[src/rtl/lcd_refresh_ctrl.sv]
// rtl/lcd_refresh_ctrl.sv - HD44780 16x2 refresh sequencer: init list, then endless line-1/line-2 character copy.
// Define LCD_NIBBLE_MODE_EN for the 4-bit bus variant (data on lcd_db[7:4], high nibble first).
module lcd_refresh_ctrl #(
  parameter int CLK_DIV        = 25,
  parameter int CMD_WAIT       = 2500,
  parameter int CLEAR_WAIT     = 100000,
  parameter int POWERUP_CYCLES = 1000000
) (
  input  logic       clk,
  input  logic       rst,
  output logic [4:0] buf_sel,
  input  logic [7:0] buf_data,
  output logic       lcd_e,
  output logic       lcd_rs,
  output logic       lcd_rw,
  output logic [7:0] lcd_db,
  output logic       init_done,
  output logic       frame_done
);

  localparam int MAX_W = (CMD_WAIT > CLEAR_WAIT) ? CMD_WAIT : CLEAR_WAIT;
  localparam int MAX_P = (POWERUP_CYCLES > CLK_DIV) ? POWERUP_CYCLES : CLK_DIV;
  localparam int MAX_C = (MAX_W > MAX_P) ? MAX_W : MAX_P;
  localparam int CW    = $clog2(MAX_C + 1);

`ifdef LCD_NIBBLE_MODE_EN
  localparam bit         NIBBLE    = 1'b1;
  localparam logic [3:0] INIT_LAST = 4'd9;

  // {single_nibble, byte}; single-nibble entries carry their nibble in [7:4]
  function automatic logic [8:0] init_entry(input logic [3:0] idx);
    case (idx)
      4'd0, 4'd1, 4'd2: init_entry = {1'b1, 8'h30};
      4'd3:             init_entry = {1'b1, 8'h20};
      4'd4, 4'd5, 4'd6: init_entry = {1'b0, 8'h28};
      4'd7:             init_entry = {1'b0, 8'h0C};
      4'd8:             init_entry = {1'b0, 8'h01};
      default:          init_entry = {1'b0, 8'h06};
    endcase
  endfunction
`else
  localparam bit         NIBBLE    = 1'b0;
  localparam logic [3:0] INIT_LAST = 4'd5;

  function automatic logic [8:0] init_entry(input logic [3:0] idx);
    case (idx)
      4'd0, 4'd1, 4'd2: init_entry = {1'b0, 8'h38};
      4'd3:             init_entry = {1'b0, 8'h0C};
      4'd4:             init_entry = {1'b0, 8'h01};
      default:          init_entry = {1'b0, 8'h06};
    endcase
  endfunction
`endif

  typedef enum logic [2:0] {S_PWRUP, S_INIT, S_ADDR, S_FETCH, S_WRITE} state_t;
  typedef enum logic [1:0] {P_SETUP, P_HIGH, P_HOLD, P_WAIT} phase_t;

  state_t        r_state, w_state_nxt;
  phase_t        r_phase, w_phase_nxt;
  logic [CW-1:0] r_cnt, w_cnt_nxt;
  logic [3:0]    r_init_idx, w_init_idx_nxt;
  logic [4:0]    r_char_idx, w_char_idx_nxt;
  logic [7:0]    r_byte, w_byte_nxt;
  logic          r_single, w_single_nxt;
  logic          r_nib_lo, w_nib_lo_nxt;
  logic [4:0]    r_sel, w_sel_nxt;
  logic          r_e, w_e_nxt;
  logic          r_rs, w_rs_nxt;
  logic [7:0]    r_db, w_db_nxt;
  logic          r_init_done, w_init_done_nxt;
  logic          r_frame_done, w_frame_done_nxt;

  logic [31:0]   w_wait_len;
  logic [31:0]   w_len;
  logic          w_last;
  logic          w_wr_done;
  logic          w_load;
  logic [7:0]    w_load_byte;
  logic          w_load_rs;
  logic          w_load_single;

  always_ff @(posedge clk) begin
    if (rst) begin
      r_state      <= S_PWRUP;
      r_phase      <= P_SETUP;
      r_cnt        <= '0;
      r_init_idx   <= '0;
      r_char_idx   <= '0;
      r_byte       <= '0;
      r_single     <= 1'b0;
      r_nib_lo     <= 1'b0;
      r_sel        <= '0;
      r_e          <= 1'b0;
      r_rs         <= 1'b0;
      r_db         <= '0;
      r_init_done  <= 1'b0;
      r_frame_done <= 1'b0;
    end else begin
      r_state      <= w_state_nxt;
      r_phase      <= w_phase_nxt;
      r_cnt        <= w_cnt_nxt;
      r_init_idx   <= w_init_idx_nxt;
      r_char_idx   <= w_char_idx_nxt;
      r_byte       <= w_byte_nxt;
      r_single     <= w_single_nxt;
      r_nib_lo     <= w_nib_lo_nxt;
      r_sel        <= w_sel_nxt;
      r_e          <= w_e_nxt;
      r_rs         <= w_rs_nxt;
      r_db         <= w_db_nxt;
      r_init_done  <= w_init_done_nxt;
      r_frame_done <= w_frame_done_nxt;
    end
  end

  always_comb begin
    w_wait_len = (r_state == S_INIT && r_byte == 8'h01) ? 32'(CLEAR_WAIT) : 32'(CMD_WAIT);
    if (r_state == S_PWRUP)
      w_len = 32'(POWERUP_CYCLES);
    else if (r_phase == P_WAIT)
      w_len = w_wait_len;
    else
      w_len = 32'(CLK_DIV);
    w_last = (32'(r_cnt) + 32'd1 >= w_len);
  end

  always_comb begin
    w_state_nxt      = r_state;
    w_phase_nxt      = r_phase;
    w_cnt_nxt        = r_cnt + 1'b1;
    w_init_idx_nxt   = r_init_idx;
    w_char_idx_nxt   = r_char_idx;
    w_byte_nxt       = r_byte;
    w_single_nxt     = r_single;
    w_nib_lo_nxt     = r_nib_lo;
    w_sel_nxt        = r_sel;
    w_e_nxt          = r_e;
    w_rs_nxt         = r_rs;
    w_db_nxt         = r_db;
    w_init_done_nxt  = r_init_done;
    w_frame_done_nxt = 1'b0;
    w_wr_done        = 1'b0;
    w_load           = 1'b0;
    w_load_byte      = 8'h00;
    w_load_rs        = 1'b0;
    w_load_single    = 1'b0;

    case (r_state)
      S_PWRUP: begin
        if (w_last) begin
          w_state_nxt                   = S_INIT;
          w_load                        = 1'b1;
          {w_load_single, w_load_byte}  = init_entry(4'd0);
        end
      end
      S_FETCH: begin
        w_state_nxt = S_WRITE;
        w_load      = 1'b1;
        w_load_byte = buf_data;
        w_load_rs   = 1'b1;
      end
      default: begin
        if (w_last) begin
          w_cnt_nxt = '0;
          case (r_phase)
            P_SETUP: begin
              w_phase_nxt = P_HIGH;
              w_e_nxt     = 1'b1;
            end
            P_HIGH: begin
              w_phase_nxt = P_HOLD;
              w_e_nxt     = 1'b0;
            end
            P_HOLD: begin
              // Full bytes on a 4-bit bus get a second strobe for the low nibble before any WAIT
              if (NIBBLE && !r_nib_lo && !r_single) begin
                w_nib_lo_nxt = 1'b1;
                w_phase_nxt  = P_SETUP;
                w_db_nxt     = {r_byte[3:0], 4'h0};
              end else if (w_wait_len == 32'd0) begin
                w_wr_done = 1'b1;
              end else begin
                w_phase_nxt = P_WAIT;
              end
            end
            default: w_wr_done = 1'b1;
          endcase
        end
      end
    endcase

    if (w_wr_done) begin
      case (r_state)
        S_INIT: begin
          if (r_init_idx == INIT_LAST) begin
            w_init_done_nxt = 1'b1;
            w_state_nxt     = S_ADDR;
            w_load          = 1'b1;
            w_load_byte     = 8'h80;
          end else begin
            w_init_idx_nxt               = r_init_idx + 4'd1;
            w_load                       = 1'b1;
            {w_load_single, w_load_byte} = init_entry(r_init_idx + 4'd1);
          end
        end
        S_ADDR: begin
          w_state_nxt = S_FETCH;
          w_sel_nxt   = r_char_idx;
        end
        default: begin
          w_char_idx_nxt = r_char_idx + 5'd1;
          if (r_char_idx == 5'd15) begin
            w_state_nxt = S_ADDR;
            w_load      = 1'b1;
            w_load_byte = 8'hC0;
          end else if (r_char_idx == 5'd31) begin
            w_frame_done_nxt = 1'b1;
            w_state_nxt      = S_ADDR;
            w_load           = 1'b1;
            w_load_byte      = 8'h80;
          end else begin
            w_state_nxt = S_FETCH;
            w_sel_nxt   = r_char_idx + 5'd1;
          end
        end
      endcase
    end

    // Every bus write begins here: rs/db only ever change at the start of SETUP
    if (w_load) begin
      w_byte_nxt   = w_load_byte;
      w_single_nxt = w_load_single;
      w_rs_nxt     = w_load_rs;
      w_db_nxt     = NIBBLE ? {w_load_byte[7:4], 4'h0} : w_load_byte;
      w_nib_lo_nxt = 1'b0;
      w_phase_nxt  = P_SETUP;
      w_cnt_nxt    = '0;
    end
  end

  assign buf_sel    = r_sel;
  assign lcd_e      = r_e;
  assign lcd_rs     = r_rs;
  assign lcd_rw     = 1'b0;
  assign lcd_db     = r_db;
  assign init_done  = r_init_done;
  assign frame_done = r_frame_done;

endmodule

[config.mk]
export PLATFORM = sky130hd
export DESIGN_NAME = lcd_refresh_ctrl
export DESIGN_NICKNAME = d
export VERILOG_FILES = /design/src/rtl/lcd_refresh_ctrl.sv
export SDC_FILE = /design/constraint.sdc
export NUM_CORES = 1
export LEC_CHECK = 0
export CAP_MARGIN = 30
export CORE_ASPECT_RATIO = 1.25
export CORE_MARGIN = 2
export CORE_UTILIZATION = 39
export DETAILED_ROUTE_END_ITERATION = 10
export GPL_TIMING_DRIVEN = 1
export PLACE_DENSITY = 0.64
export SETUP_SLACK_MARGIN = 0.2
export SLEW_MARGIN = 20
export SYNTH_ARGS = -nofsm -noshare
export SYNTH_HDL_FRONTEND = slang
export SYNTH_SLANG_ARGS = --single-unit
export TNS_END_PERCENT = 1
[constraint.sdc]
create_clock -name clk -period 3.08 [get_ports clk]
set_input_delay 0.77 -clock clk [delete_from_list [all_inputs] [get_ports clk]]
set_output_delay 0.77 -clock clk [all_outputs]
set_load 0.005 [all_outputs]
==> flow_summary.json <==
{
  "synth_top_area_frac": 0.324,
  "synthXorXnorAreaFrac": 0.0584,
  "rsz0062_at_grt": "true",
  "cp-start-kind": "flop",
  "num_rows": 36,
  "ff_latch_area_mm2": 0.00103,
  "p_per_area_mw_per_mm2": 309,
  "worstPathRequired_ns": 3.28,
  "setup_viol": 5,
  "critical-path-max-stage-delay_ns": 0.36,
  "holdPathStages": 2,
  "worstReg2RegStart": "r_cnt[3]",
  "path_class": "flop to flop",
  "yosysMostFrequentCell": "dfxtp_1",
  "clk_latency_ns": 0.31,
  "die_w_um": 84.3,
  "drcViolationCount": 0,
  "ys.flop_type": "dfxtp_1",
  "nets": 480,
  "antenna_found_initial": 0,
  "synth_top_area_cell": "dfxtp_1",
  "critPathMaxFanout": 14,
  "synth_fp_nets": 405,
  "wl_um": 8100,
  "core_area_mm2": 0.00784,
  "drt_iter0_drc": 95,
  "htree_num_levels": 2,
  "synth_cells": 365,
  "drv_cap": 0,
  "tightest_slew_ns": 0.621,
  "ys_top_cells_by_count": "dfxtp_1, a21oi_1, ha_1",
  "fin_area_mm2": 0.00436,
  "ant_nets": 0,
  "path_cells": "nand3_2 > nor3_4 > nor3b_4 > nand3_1 > xnor2_2 > ha_1 > nand4_1 > a21oi_2 > a211oi_2 > buf_4 > a41oi_4 > buf_6 > nand3_1 > mux2_2",
  "hp-class": "flop to flop",
  "fillCellCount": 730,
  "grt_start_max_net_pins": 27,
  "synth_edf_count": 0,
  "reg2regPathDepth": 14,
  "cts_tree": "done",
  "p_leak_nw": 1.77,
  "grt_first_pass_wirelength_um": 13900,
  "die_h_um": 104,
  "grt_pass1_vias": 3062,
  "root_buffer": "clkbuf_8",
  "drv_slew": 0,
  "yosys.area_share.simple": 0.219,
  "period_share": 1.01,
  "setup_slack_ns": -0.0268,
  "drive_gt1_frac": 0.290,
  "slew-limit-headroom": 0.582,
  "clock_skew_ns": 0.00893,
  "synth_cell_types": 53,
  "async_reset_ff_frac": 0,
  "synth_compound_area_frac": 0.217,
  "dp_hpwl_um": 5910,
  "start_util": 0.402,
  "place_area_mm2": 0.00394,
  "postLayoutCoreUtil": 0.556,
  "cp.arrival_ns": 3.31,
  "setup_tns_ns": -0.0735,
  "fmax_mhz": 322,
  "avgViaCountPerCell": 5.60,
  "track_usage": 0.188,
  "synth-seq-area-share": 0.324,
  "cp-end-kind": "flop",
  "worstHoldStart": "init_done",
  "multi_input_area_mm2": 0.00227,
  "area_delta_synth_final_pct": 38.5,
  "numClockSinks": 51,
  "cts_buffers": 5,
  "place_congestion": 0.855,
  "grt.overflow.total": 0,
  "cp-startpoint": "r_cnt[3]",
  "avgSynthCellArea_um2": 8.62,
  "finalCriticalPeriod_ns": 3.11,
  "ios": 28,
  "dieArea_mm2": 0.00881,
  "failed_checks": "negative setup slack",
  "syn_area_mm2": 0.00315,
  "cp_common_cell": "nand3_1",
  "cts_buffer_depth": 2,
  "clk_pin_slew_ns": 0.10,
  "ys_ff_latch": 51,
  "synthTopCellsByArea": "dfxtp_1, ha_1, a21oi_1, xnor2_1, nor2b_1",
  "synth_top_family_by_area": "simple AND/OR/NAND/NOR gates",
  "portBuffers": 26,
  "synth_mux_area_frac": 0.00994,
  "vias": 2999,
  "status": "finished with violations",
  "cp_slowest_cell": "dfxtp_2",
  "wire_per_inst_um": 15.1,
  "diodes": 0,
  "synth_adder_area_share": 0.119,
  "drtPass1Iterations": 4,
  "synth.yosys.warnings": 0,
  "finalHoldViolations": 0,
  "vdd_drop_max_v": 0.000273
}
state kept, by name, summed over array words and instances, names as in the netlist:
signal	cells
lcd_e	1
init_done	1
r_char_idx	5
lcd_db	8
r_init_idx	4
r_phase	2
frame_done	1
r_cnt	20
buf_sel	5
lcd_rs	1
r_state	3
per-layer routing:
metal  up-vias  share of wire  track usage
li1       1490              -            -
met1      1437           0.42        0.222
met2        64           0.53        0.337
met3         8          0.034       0.0341
met4         0          0.013       0.0669
met5         -              0            0
critical path: cells and delay by family (launching register included):
kind / cells / cell delay (ns)
mux: 1 / 0.28
flops: 1 / 0.36
xor+xnor: 1 / 0.18
simple gates: 6 / 1.04
fa+ha+maj: 1 / 0.31
buf+inv: 2 / 0.35
compound gates: 3 / 0.48
area by class of cell:
cell class / count / share of cell area
flip-flops and latches: 51 / 0.237
multi-input cells: 277 / 0.520
clock inverters: 3 / 0.0155
inverters: 20 / 0.0172
well taps: 95 / 0.0273
clock buffers: 5 / 0.0158
repair buffers: 85 / 0.168
cells by family (layout without fill, tap and decap cells):
| group | count (synthesis) | after routing |
|---|---|---|
| simple gates | 119 | 119 |
| compound gates | 103 | 103 |
| flops | 51 | 51 |
| buf+inv | 37 | 113 |
| fa+ha+maj | 30 | 30 |
| xor+xnor | 21 | 21 |
| mux | 3 | 3 |
| other cells | 1 | 1 |
repair_timing:
action	in CTS	in global routing
gates resized for setup	49	13
setup buffers	1	1
hold buffers	0	0
endpoints found under the setup margin	51	51
pin swaps	28	8
layout by cell type (no fill, tap or decap), types with 7 or more instances in the layout:
cell and count:
o21ai_0 8, nand4_1 7, xnor2_1 11, dfxtp_1 43, nor2_1 22, clkdlybuf4s50_1 26
a21oi_1 25, buf_4 55, nand2_1 14, inv_1 19, dfxtp_2 8, nor2b_1 17
nand3_1 14, ha_1 26, o211ai_1 9, and3_1 8
worst paths after layout:
check | to | slack [ns]
max | r_init_idx[2] | -0.03
min | init_done | 0.46
max reg2reg | r_init_idx[2] | -0.03
min reg2reg | init_done | 0.46
stage by stage:
stage / instances / setup WS, ns / hold WS, ns / power (mW)
floorplan: 365 / 0.204 / 0.442 / 0.745
finish: 536 / -0.0268 / 0.463 / 1.35
global route: 536 / -0.214 / 0.490 / 1.39
CTS: 535 / -0.0188 / 0.473 / 1.36
detailed placement: 526 / -0.280 / 0.452 / 0.789
global placement: 526 / -0.195 / 0.442 / 0.787
power breakdown:
group / leakage [nW] / total [mW] / switching (mW) / internal, mW
Sequential: 0.415 / 0.668 / 0.00412 / 0.664
Combinational: 1.29 / 0.115 / 0.0636 / 0.0513
Clock: 0.0644 / 0.563 / 0.239 / 0.324
Power figures use the tool's default switching activity.
